[src/rtl/custom_cntb_result_stage_if.sv]
// X-IF issue/commit/result bundle between the issue stage/core and the CNTB
// result stage.
//   slave  : the result stage (takes issue + commit, drives result)
//   master : the issue stage / core side
// Signals keep the stage-side _i/_o names so they read the same at both ends.
interface custom_cntb_result_stage_if #(
  parameter int unsigned X_ID_WIDTH = 4
);
  logic                  issue_valid_i;
  logic                  issue_ready_o;
  logic [X_ID_WIDTH-1:0] issue_id_i;
  logic [31:0]           issue_rs1_i;
  logic [4:0]            issue_rd_i;
  logic                  commit_valid_i;
  logic [X_ID_WIDTH-1:0] commit_id_i;
  logic                  commit_kill_i;
  logic                  result_valid_o;
  logic                  result_ready_i;
  logic [X_ID_WIDTH-1:0] result_id_o;
  logic [4:0]            result_rd_o;
  logic                  result_we_o;
  logic [31:0]           result_data_o;

  modport slave (
    input  issue_valid_i, issue_id_i, issue_rs1_i, issue_rd_i,
    input  commit_valid_i, commit_id_i, commit_kill_i,
    input  result_ready_i,
    output issue_ready_o,
    output result_valid_o, result_id_o, result_rd_o, result_we_o, result_data_o
  );

  modport master (
    output issue_valid_i, issue_id_i, issue_rs1_i, issue_rd_i,
    output commit_valid_i, commit_id_i, commit_kill_i,
    output result_ready_i,
    input  issue_ready_o,
    input  result_valid_o, result_id_o, result_rd_o, result_we_o, result_data_o
  );
endinterface

[src/rtl/custom_cntb_result_stage.sv]
// CNTB result stage: population count of rs1 into rd, one instruction in
// flight, rs1 counted CHUNK_W bits per cycle, result released only after a
// matching commit (a matching kill discards the instruction).
// Ports:
//   clk_i   - clock
//   rst_ni  - asynchronous active-low reset
//   xif     - issue / commit / result handshakes (slave modport)
//   busy_o  - an instruction is in flight
module custom_cntb_result_stage #(
  parameter int unsigned X_ID_WIDTH = 4,
  parameter int unsigned CHUNK_W    = 8
) (
  input  logic                             clk_i,
  input  logic                             rst_ni,
  custom_cntb_result_stage_if.slave        xif,
  output logic                             busy_o
);

  localparam int unsigned NCHUNK = 32 / CHUNK_W;
  localparam int unsigned IDX_W  = (NCHUNK > 1) ? $clog2(NCHUNK) : 1;

  typedef enum logic [1:0] {IDLE, COUNT, WAIT_COMMIT, RESULT} state_e;

  state_e                state_q, state_d;
  logic [X_ID_WIDTH-1:0] id_q, id_d;
  logic [4:0]            rd_q, rd_d;
  logic [31:0]           rs1_q, rs1_d;
  logic [5:0]            acc_q, acc_d;
  logic [IDX_W-1:0]      idx_q, idx_d;
  logic                  committed_q, committed_d;

  logic [5:0]            chunk_cnt;
  logic                  cmt_hit;
  logic                  last_chunk;

  // rs1_q is shifted right every COUNT cycle, so the current chunk is always
  // the low CHUNK_W bits.
  always_comb begin
    chunk_cnt = '0;
    for (int unsigned i = 0; i < CHUNK_W; i++) begin
      chunk_cnt = chunk_cnt + 6'(rs1_q[i]);
    end
  end

  // In IDLE the commit may refer to the instruction being issued this cycle.
  assign cmt_hit    = xif.commit_valid_i &&
                      (xif.commit_id_i == ((state_q == IDLE) ? xif.issue_id_i : id_q));
  assign last_chunk = (idx_q == IDX_W'(NCHUNK - 1));

  always_comb begin
    state_d     = state_q;
    id_d        = id_q;
    rd_d        = rd_q;
    rs1_d       = rs1_q;
    acc_d       = acc_q;
    idx_d       = idx_q;
    committed_d = committed_q;

    unique case (state_q)
      IDLE: begin
        if (xif.issue_valid_i && !(cmt_hit && xif.commit_kill_i)) begin
          id_d        = xif.issue_id_i;
          rd_d        = xif.issue_rd_i;
          rs1_d       = xif.issue_rs1_i;
          acc_d       = '0;
          idx_d       = '0;
          committed_d = cmt_hit;
          state_d     = COUNT;
        end
      end
      COUNT: begin
        acc_d = acc_q + chunk_cnt;
        rs1_d = rs1_q >> CHUNK_W;
        idx_d = idx_q + IDX_W'(1);
        if (cmt_hit && xif.commit_kill_i) begin
          state_d = IDLE;
        end else begin
          // A commit landing on the last chunk cycle still counts.
          committed_d = committed_q || cmt_hit;
          if (last_chunk) begin
            state_d = committed_d ? RESULT : WAIT_COMMIT;
          end
        end
      end
      WAIT_COMMIT: begin
        if (cmt_hit) begin
          state_d = xif.commit_kill_i ? IDLE : RESULT;
        end
      end
      RESULT: begin
        if (xif.result_ready_i) begin
          state_d = IDLE;
        end
      end
      default: state_d = IDLE;
    endcase
  end

  always_ff @(posedge clk_i or negedge rst_ni) begin
    if (!rst_ni) begin
      state_q     <= IDLE;
      id_q        <= '0;
      rd_q        <= '0;
      rs1_q       <= '0;
      acc_q       <= '0;
      idx_q       <= '0;
      committed_q <= 1'b0;
    end else begin
      state_q     <= state_d;
      id_q        <= id_d;
      rd_q        <= rd_d;
      rs1_q       <= rs1_d;
      acc_q       <= acc_d;
      idx_q       <= idx_d;
      committed_q <= committed_d;
    end
  end

  logic res_v;
  assign res_v = (state_q == RESULT);

  // Gated with rst_ni so ready stays low for the whole reset pulse.
  assign xif.issue_ready_o  = rst_ni && (state_q == IDLE);
  assign xif.result_valid_o = res_v;
  assign xif.result_we_o    = res_v;
  assign xif.result_id_o    = res_v ? id_q : '0;
  assign xif.result_rd_o    = res_v ? rd_q : '0;
  assign xif.result_data_o  = res_v ? {26'b0, acc_q} : '0;
  assign busy_o             = (state_q != IDLE);

endmodule
[src/flat_wrapper.sv]
// flat-port wrapper written by rule: the top's interface ports become plain ports
module custom_cntb_result_stage_flat 
#(
  parameter int unsigned X_ID_WIDTH = 4,
  parameter int unsigned CHUNK_W    = 8
)
  (clk_i, rst_ni, busy_o, xif_issue_valid_i, xif_issue_id_i, xif_issue_rs1_i, xif_issue_rd_i, xif_commit_valid_i, xif_commit_id_i, xif_commit_kill_i, xif_result_ready_i, xif_issue_ready_o, xif_result_valid_o, xif_result_id_o, xif_result_rd_o, xif_result_we_o, xif_result_data_o);
  custom_cntb_result_stage_if #(.X_ID_WIDTH(X_ID_WIDTH)) xif_i ();
  input  logic clk_i;
  input  logic rst_ni;
  output logic busy_o;
  input wire logic [$bits(xif_i.issue_valid_i)-1:0] xif_issue_valid_i;
  input wire logic [$bits(xif_i.issue_id_i)-1:0] xif_issue_id_i;
  input wire logic [$bits(xif_i.issue_rs1_i)-1:0] xif_issue_rs1_i;
  input wire logic [$bits(xif_i.issue_rd_i)-1:0] xif_issue_rd_i;
  input wire logic [$bits(xif_i.commit_valid_i)-1:0] xif_commit_valid_i;
  input wire logic [$bits(xif_i.commit_id_i)-1:0] xif_commit_id_i;
  input wire logic [$bits(xif_i.commit_kill_i)-1:0] xif_commit_kill_i;
  input wire logic [$bits(xif_i.result_ready_i)-1:0] xif_result_ready_i;
  output wire logic [$bits(xif_i.issue_ready_o)-1:0] xif_issue_ready_o;
  output wire logic [$bits(xif_i.result_valid_o)-1:0] xif_result_valid_o;
  output wire logic [$bits(xif_i.result_id_o)-1:0] xif_result_id_o;
  output wire logic [$bits(xif_i.result_rd_o)-1:0] xif_result_rd_o;
  output wire logic [$bits(xif_i.result_we_o)-1:0] xif_result_we_o;
  output wire logic [$bits(xif_i.result_data_o)-1:0] xif_result_data_o;
  assign xif_i.issue_valid_i = xif_issue_valid_i;
  assign xif_i.issue_id_i = xif_issue_id_i;
  assign xif_i.issue_rs1_i = xif_issue_rs1_i;
  assign xif_i.issue_rd_i = xif_issue_rd_i;
  assign xif_i.commit_valid_i = xif_commit_valid_i;
  assign xif_i.commit_id_i = xif_commit_id_i;
  assign xif_i.commit_kill_i = xif_commit_kill_i;
  assign xif_i.result_ready_i = xif_result_ready_i;
  assign xif_issue_ready_o = xif_i.issue_ready_o;
  assign xif_result_valid_o = xif_i.result_valid_o;
  assign xif_result_id_o = xif_i.result_id_o;
  assign xif_result_rd_o = xif_i.result_rd_o;
  assign xif_result_we_o = xif_i.result_we_o;
  assign xif_result_data_o = xif_i.result_data_o;
  custom_cntb_result_stage #(.X_ID_WIDTH(X_ID_WIDTH), .CHUNK_W(CHUNK_W)) u_core (.clk_i(clk_i), .rst_ni(rst_ni), .xif(xif_i), .busy_o(busy_o));
endmodule
[config.mk]
export PLATFORM = sky130hd
export DESIGN_NAME = custom_cntb_result_stage_flat
export DESIGN_NICKNAME = d
export VERILOG_FILES = /design/src/rtl/custom_cntb_result_stage_if.sv /design/src/rtl/custom_cntb_result_stage.sv /design/src/flat_wrapper.sv
export SDC_FILE = /design/constraint.sdc
export NUM_CORES = 1
export LEC_CHECK = 0
export CORE_UTILIZATION = 40
export CTS_BUF_LIST = sky130_fd_sc_hd__clkbuf_8
export CTS_CLUSTER_SIZE = 14
export DETAILED_ROUTE_END_ITERATION = 10
export PLACE_DENSITY = 0.69
export SYNTH_ARGS = -nofsm -noshare
export SYNTH_HDL_FRONTEND = slang
export SYNTH_SLANG_ARGS = --single-unit
[constraint.sdc]
create_clock -name clk_i -period 5.9 [get_ports clk_i]
set_clock_uncertainty 0.05 [all_clocks]
set_input_delay 0.885 -clock clk_i [delete_from_list [all_inputs] [get_ports clk_i]]
set_output_delay 0.885 -clock clk_i [all_outputs]
set_load 0.02 [all_outputs]
==> results of run 1 <==
## worst paths after layout
check | end | slack [ps]
setup / recovery | u_core.acc_q[4] | 2350
hold / removal | u_core.id_q[2] | 460
setup reg to reg | u_core.acc_q[4] | 2350
hold reg to reg | u_core.id_q[2] | 460
max in group asynchronous | u_core.rs1_q[15] | 4710
min in group asynchronous | u_core.acc_q[1] | 650
## layout make-up
cell class,instances,area [um^2],share of cell area [%]
clock inverters,3,38.8,1.01
well taps,99,124,3.23
clock buffers,5,68.8,1.80
flip-flops and latches,52,1300,33.9
repair buffers,72,708,18.5
multi-input cells,197,1530,39.9
inverters,17,63.8,1.66
## worst reg2reg max path, delay by kind of cell (launching register included)
family	cells	cell delay, ps
adders and majority gates	6	2290
DFF	1	400
AOI/OAI and AO/OA	3	540
buffers and inverters	2	80
xor gates and xnor gates	1	80
## registers in the layout (all words and copies together) (netlist names)
signal	count
u_core.rs1_q	32
u_core.acc_q	6
u_core.idx_q	2
u_core.committed_q	1
u_core.rd_q	5
u_core.state_q	2
u_core.id_q	4
## report_power, final
group	internal, mW	switching (mW)	leakage, nW
Sequential	0.536	0.128	0.633
Combinational	0.783	0.719	1.10
Clock	0.124	0.114	0.0593
## stage by stage
step	hold WS (ps)	std cells	util, %
finish	464	445	52.0
global route	477	445	52.0
CTS	467	445	52.0
detailed placement	437	437	50.6
global placement	437	437	50.6
floorplan	417	311	-
## metal layers
layer / routed length, um / vias up / track usage [%]
li1: - / 1115 / -
met2: 3280 / 65 / 27.7
met1: 3370 / 1129 / 25.0
met3: 259 / 10 / 3.21
met4: 173 / 0 / 6.32
met5: 0 / - / 0
## synthesized netlist by cell type (all sizes together)
master | n | area (um^2)
dfrtp | 52 | 1300
buf | 35 | 268
o221a | 24 | 270
or3 | 24 | 150
inv | 17 | 63.8
and3 | 13 | 81.3
ha | 13 | 163
mux2 | 11 | 146
nand2 | 11 | 41.3
a21oi | 10 | 57.6
clkbuf | 10 | 37.5
o21ai | 10 | 50.1
a22oi | 8 | 60.1
nor2 | 6 | 30.0
a21o | 5 | 37.5
a22o | 5 | 43.8
fa | 4 | 80.1
xnor2 | 4 | 35.0
xor2 | 3 | 26.3
and2 | 2 | 12.5
o22ai | 2 | 12.5
o2bb2ai | 2 | 17.5
a21bo | 1 | 10.0
a221oi | 1 | 8.76
a2bb2oi | 1 | 8.76
conb | 1 | 3.75
mux2i | 1 | 10.0
nand2b | 1 | 6.26
nand3 | 1 | 5.00
nand4 | 1 | 6.26
nor2b | 1 | 6.26
nor3 | 1 | 5.00
o2111ai | 1 | 8.76
o211a | 1 | 17.5
o221ai | 1 | 8.76
o32ai | 1 | 8.76
or2 | 1 | 6.26
## cell families (layout without fill, tap and decap cells)
| kind of cell | count (synthesis) | in the layout | share of synthesized area (%) |
|---|---|---|---|
| xor+xnor | 7 | 7 | 1.97 |
| fa+ha+maj | 17 | 17 | 7.82 |
| simple gates | 62 | 62 | 11.3 |
| compound gates | 73 | 73 | 20.0 |
| flops | 52 | 52 | 41.9 |
| mux | 12 | 12 | 5.04 |
| buf+inv | 62 | 97 | 11.9 |
| other cells | 1 | 26 | 0.121 |
==> flow_summary.ini, run 1 <==
[outcome]
run_status = completed

[yosys]
synthCells = 286
mappedNetlistArea_um2 = 3110
ys_warnings = 0
synth_area_per_inst_um2 = 10.9
ys_ff_latch = 52
distinct_cell_type_count_of_the_synthesized_netlist = 43
synth_sequential_area_ratio_pct = 41.9

[sta]
fin_tns_setup_ps = 0
tightestPinTransition_ps = 1160
final_period_minus_worst_setup_slack_ps = 3550
relSlewSlack_pct = 22.9
fmax_ghz = 0.282
timing.final.hold_violations = 0
grt_setup_unrepaired = no
timing.final.max_slew_violations = 0
final.period_utilization_pct = 60.1
postLayoutSetupSlackWorst_ps = 2350
final-setup-viol-count = 0

[place]
placed_cell_area_um2 = 3730
io_buffers = 69
finalWeightedCongestion = 0.856
place_worst_setup_slack_ps = 2130
dp.final_hpwl_um = 4990

[global_route]
grt_first_pass_wirelength_um = 11600
antenna_found_initial = 0
track_usage_pct = 17.9
grt_max_degree = 55
global_route.overflow_total = 0
first_global_vias = 2256

[power_and_ir_drop]
vdd_drop_max_mv = 0.238
p_total_mw = 2.40
cellLeakagePower_nw = 1.79
power_per_cell_area_nw_per_um2 = 627

[critical_path]
crit_type = flop to flop
path_buf_inv = 2
worst-path-stages = 12
timing.critical_path.fanout_max = 2
critical_path_required_ps = 6040
endpoint_kind = flop
crit_path_leading_delay_family = adder cells
reg2reg_from = u_core.rs1_q[0]
critPathLaunch = u_core.rs1_q[0]
slowest_stage = sky130_fd_sc_hd__fa_1
worst_r2r_path_depth = 12
critPathLaunchType = flop
crit_path_cell_trace = ha_1 > inv_1 > fa_1 > fa_1 > fa_1 > inv_1 > ha_1 > fa_1 > a21o_1 > a21oi_1 > xnor2_1 > a22o_1
cpMostUsedCell = sky130_fd_sc_hd__fa_1
cpPeakStageDelay_ps = 500
critPathArrivalTime_ps = 3690

[floorplan]
placement_rows = 31
die_w_um = 90.1
die_area_um2 = 8120
core_area_um2 = 7370
start_util_pct = 42.1
die_span_y_um = 90.1
io-pin-count = 96

[min_path]
hold_path_depth = 1
timing.hold.worst.start = u_core.id_q[2]
worstHoldPathType = flop to flop

[clock_tree]
numClockSinks = 52
path_clk_slew_ps = 90
postCtsHoldBufs = 0
clock_tree.buffer_depth = 2
cts_resized = 0
cts_tree = built
insertion_delay_to_the_later_sink_of_the_worst_skew_pair_ps = 300
cts-root-buf = sky130_fd_sc_hd__clkbuf_8
htree_levels = 2
cts_buffers = 5
postCtsSetupRepairBufs = 0

[route]
vias_per_cell = 5.21
routed_wirelength_um = 7080
remaining_routing_drc_violations = 0
total_vias_in_the_final_route = 2319
drt.antenna.violating_nets = 0
drt_iter0_markers = 115
detail_route.wl_per_cell_um = 15.9
drtPass1Iterations = 4

[cells_and_area]
num-fill-cells = 671
mostFrequentLayoutCells = sky130_fd_sc_hd__clkdlybuf4s50_1 (68), sky130_fd_sc_hd__dfrtp_1 (52), sky130_fd_sc_hd__conb_1 (26)
flow.area_growth_from_synthesis_pct = 23.4
final_nets = 413
layout_commonest_cell = sky130_fd_sc_hd__clkdlybuf4s50_1
fin_area_um2 = 3830
antennaDiodeCount = 0
fraction_of_layout_instances_using_a_drive_strength_above_1_pct = 14.7

[run]
timing.max_cap.violations = 0
Power figures use the tool's default switching activity.
==> inputs of run 2 (changes only) <==
PLACE_DENSITY = 0.72   (was 0.69)
clock period = 3.2 ns   (was 5.9 ns; I/O delays follow)
==> run 2 against run 1 <==
  * Die area unchanged
  * Combinational power increased by 130%
  * Hold slack got worse by 170 ps
  * Sequential power increased by 79%
  * The run now ends with setup timing left
  * Wire length decreased by 3.9%
  * Global-route usage decreased by 0.26 points
  * Sequential share of layout area decreased by 0.87 points
  * Critical endpoint unchanged
==> flow_summary.ini, run 2 (same netlist as run 1, synthesis figures left out) <==
[outcome]
run_status = finished, violations left
failed_checks = setup timing

[global_route]
grt_first_pass_wirelength_um = 11300
global_route.overflow_total = 0
antenna_found_initial = 0
first_global_vias = 2275
grt_max_degree = 55
track_usage_pct = 17.6

[cells_and_area]
fraction_of_layout_instances_using_a_drive_strength_above_1_pct = 19.3
post-route-util_pct = 53.4
regMostFlops = u_core.rs1_q
num-fill-cells = 685
flow.area_growth_from_synthesis_pct = 26.7
seq_area_um2 = 1300
layout_commonest_cell = sky130_fd_sc_hd__clkdlybuf4s50_1
multi_input_area_um2 = 1560
final_nets = 427
reg.largest.list = u_core.rs1_q (32), u_core.acc_q (6), u_core.rd_q (5)
largest_reg_flops = 32
mostFrequentLayoutCells = sky130_fd_sc_hd__clkdlybuf4s50_1 (68), sky130_fd_sc_hd__dfrtp_1 (52), sky130_fd_sc_hd__conb_1 (26)
antennaDiodeCount = 0

[route]
remaining_routing_drc_violations = 0
vias_per_cell = 5.16
drt_iter0_markers = 100
drt.antenna.violating_nets = 0
total_vias_in_the_final_route = 2355
routed_wirelength_um = 6800
drtPass1Iterations = 4
detail_route.wl_per_cell_um = 14.9

[sta]
final.period_utilization_pct = 108
tightestPinTransition_ps = 645
timing.final.hold_violations = 0
relSlewSlack_pct = 57.0
fmax_ghz = 0.289
final_period_minus_worst_setup_slack_ps = 3470
postLayoutSetupSlackWorst_ps = -265
timing.final.max_slew_violations = 0
final-setup-viol-count = 4
hold_ws_ps = 298
grt_setup_unrepaired = yes

[critical_path]
rr_endpoint = u_core.acc_q[4]
worst_r2r_path_depth = 12
endpoint_kind = flop
critPathArrivalTime_ps = 3610
reg2reg_from = u_core.rs1_q[0]
timing.critical_path.fanout_max = 2
critPathLaunchType = flop
critical_path_required_ps = 3340
ff2ff_setup_slack_ps = -270
crit_type = flop to flop

[clock_tree]
insertion_delay_to_the_later_sink_of_the_worst_skew_pair_ps = 300
htree_levels = 2
clock_tree.buffer_depth = 2
postCtsHoldBufs = 0
path_clk_slew_ps = 90
cts-root-buf = sky130_fd_sc_hd__clkbuf_8
numClockSinks = 52
cts_tree = built
cts_buffers = 5

[floorplan]
die_area_um2 = 8120
io-pin-count = 96
start_util_pct = 42.1
placement_rows = 31
die_w_um = 90.1
core_area_um2 = 7370
die_span_y_um = 90.1

[place]
io_buffers = 69
finalWeightedCongestion = 0.793
dp.final_hpwl_um = 4920

[power_and_ir_drop]
power_per_cell_area_nw_per_um2 = 1270
cellLeakagePower_nw = 1.84
vdd_drop_max_mv = 0.765

[min_path]
worstHoldPathType = primary input to async pin

[run]
timing.max_cap.violations = 0
## run 2: final cells by class
| cell class | count | share of cell area [%] |
|---|---|---|
| clock buffer | 5 | 1.75 |
| inverter | 17 | 1.62 |
| multi-input combinational | 197 | 39.6 |
| sequential | 52 | 33.1 |
| tap | 99 | 3.15 |
| timing repair buffer | 86 | 20.9 |
## run 2: stage by stage
step | instance area, um^2 | std cells | setup slack [ps] | power [mW] | TNS (ps)
2_1_floorplan | 3210 | 311 | -147 | 3.48 | -264
3_3_place_gp | 3830 | 449 | -208 | 4.29 | -580
3_5_place_dp | 3830 | 449 | -286 | 4.41 | -794
4_1_cts | 3910 | 455 | -224 | 4.86 | -708
5_1_grt | 3940 | 456 | -409 | 5.55 | -1360
6_report | 3940 | 456 | -265 | 5.00 | -689
## run 2: critical path, stage by stage (launching register included)
cell and delay [ps]:
sky130_fd_sc_hd__dfrtp_1 390, sky130_fd_sc_hd__ha_1 280, sky130_fd_sc_hd__inv_1 40, sky130_fd_sc_hd__fa_1 490, sky130_fd_sc_hd__fa_1 420, sky130_fd_sc_hd__fa_1 510
sky130_fd_sc_hd__inv_2 50, sky130_fd_sc_hd__ha_4 160, sky130_fd_sc_hd__fa_2 360, sky130_fd_sc_hd__a21o_1 200, sky130_fd_sc_hd__a21oi_2 150, sky130_fd_sc_hd__xnor2_1 90
sky130_fd_sc_hd__a22o_1 180
## run 2: worst max-delay path by stage
stage | start | end | slack [ps] | cells past startpoint
floorplan | u_core.rs1_q[0] | u_core.acc_q[4] | -150 | 12
global placement | u_core.rs1_q[0] | u_core.acc_q[4] | -210 | 12
detailed placement | u_core.rs1_q[1] | u_core.acc_q[4] | -290 | 12
CTS | u_core.rs1_q[1] | u_core.acc_q[4] | -220 | 12
global route | u_core.rs1_q[1] | u_core.acc_q[4] | -410 | 12
finish | u_core.rs1_q[0] | u_core.acc_q[4] | -270 | 12
## run 2: layer usage
metal  share of wire [%]  GRT usage, %  vias up  wire length, um
li1                    -             -     1142                -
met1                  48          24.7     1133             3240
met2                  47          27.4       71             3180
met3                 4.1          3.38        9              278
met4                 1.6          5.65        0              108
met5                   0             0        -                0
## run 2: what timing repair did
action	CTS	global route
endpoints found under the setup margin	5	5
resized for setup	1	4
setup buffers	1	2
pin swaps	4	4
cloned	0	0
## run 2: report_power, final
part / leakage (nW) / internal (mW) / switching (mW)
combinational: 1.17 / 1.92 / 1.55
clock: 0.0359 / 0.142 / 0.198
sequential: 0.633 / 0.991 / 0.195
total: 1.84 / 3.05 / 1.95
==> inputs of run 3 (changes only) <==
CAP_MARGIN = 20   (was default)
CTS_CLUSTER_DIAMETER = 30   (was default)
==> results of run 3 <==
No change in the layout: final DEF, timing and power equal those of run 2.
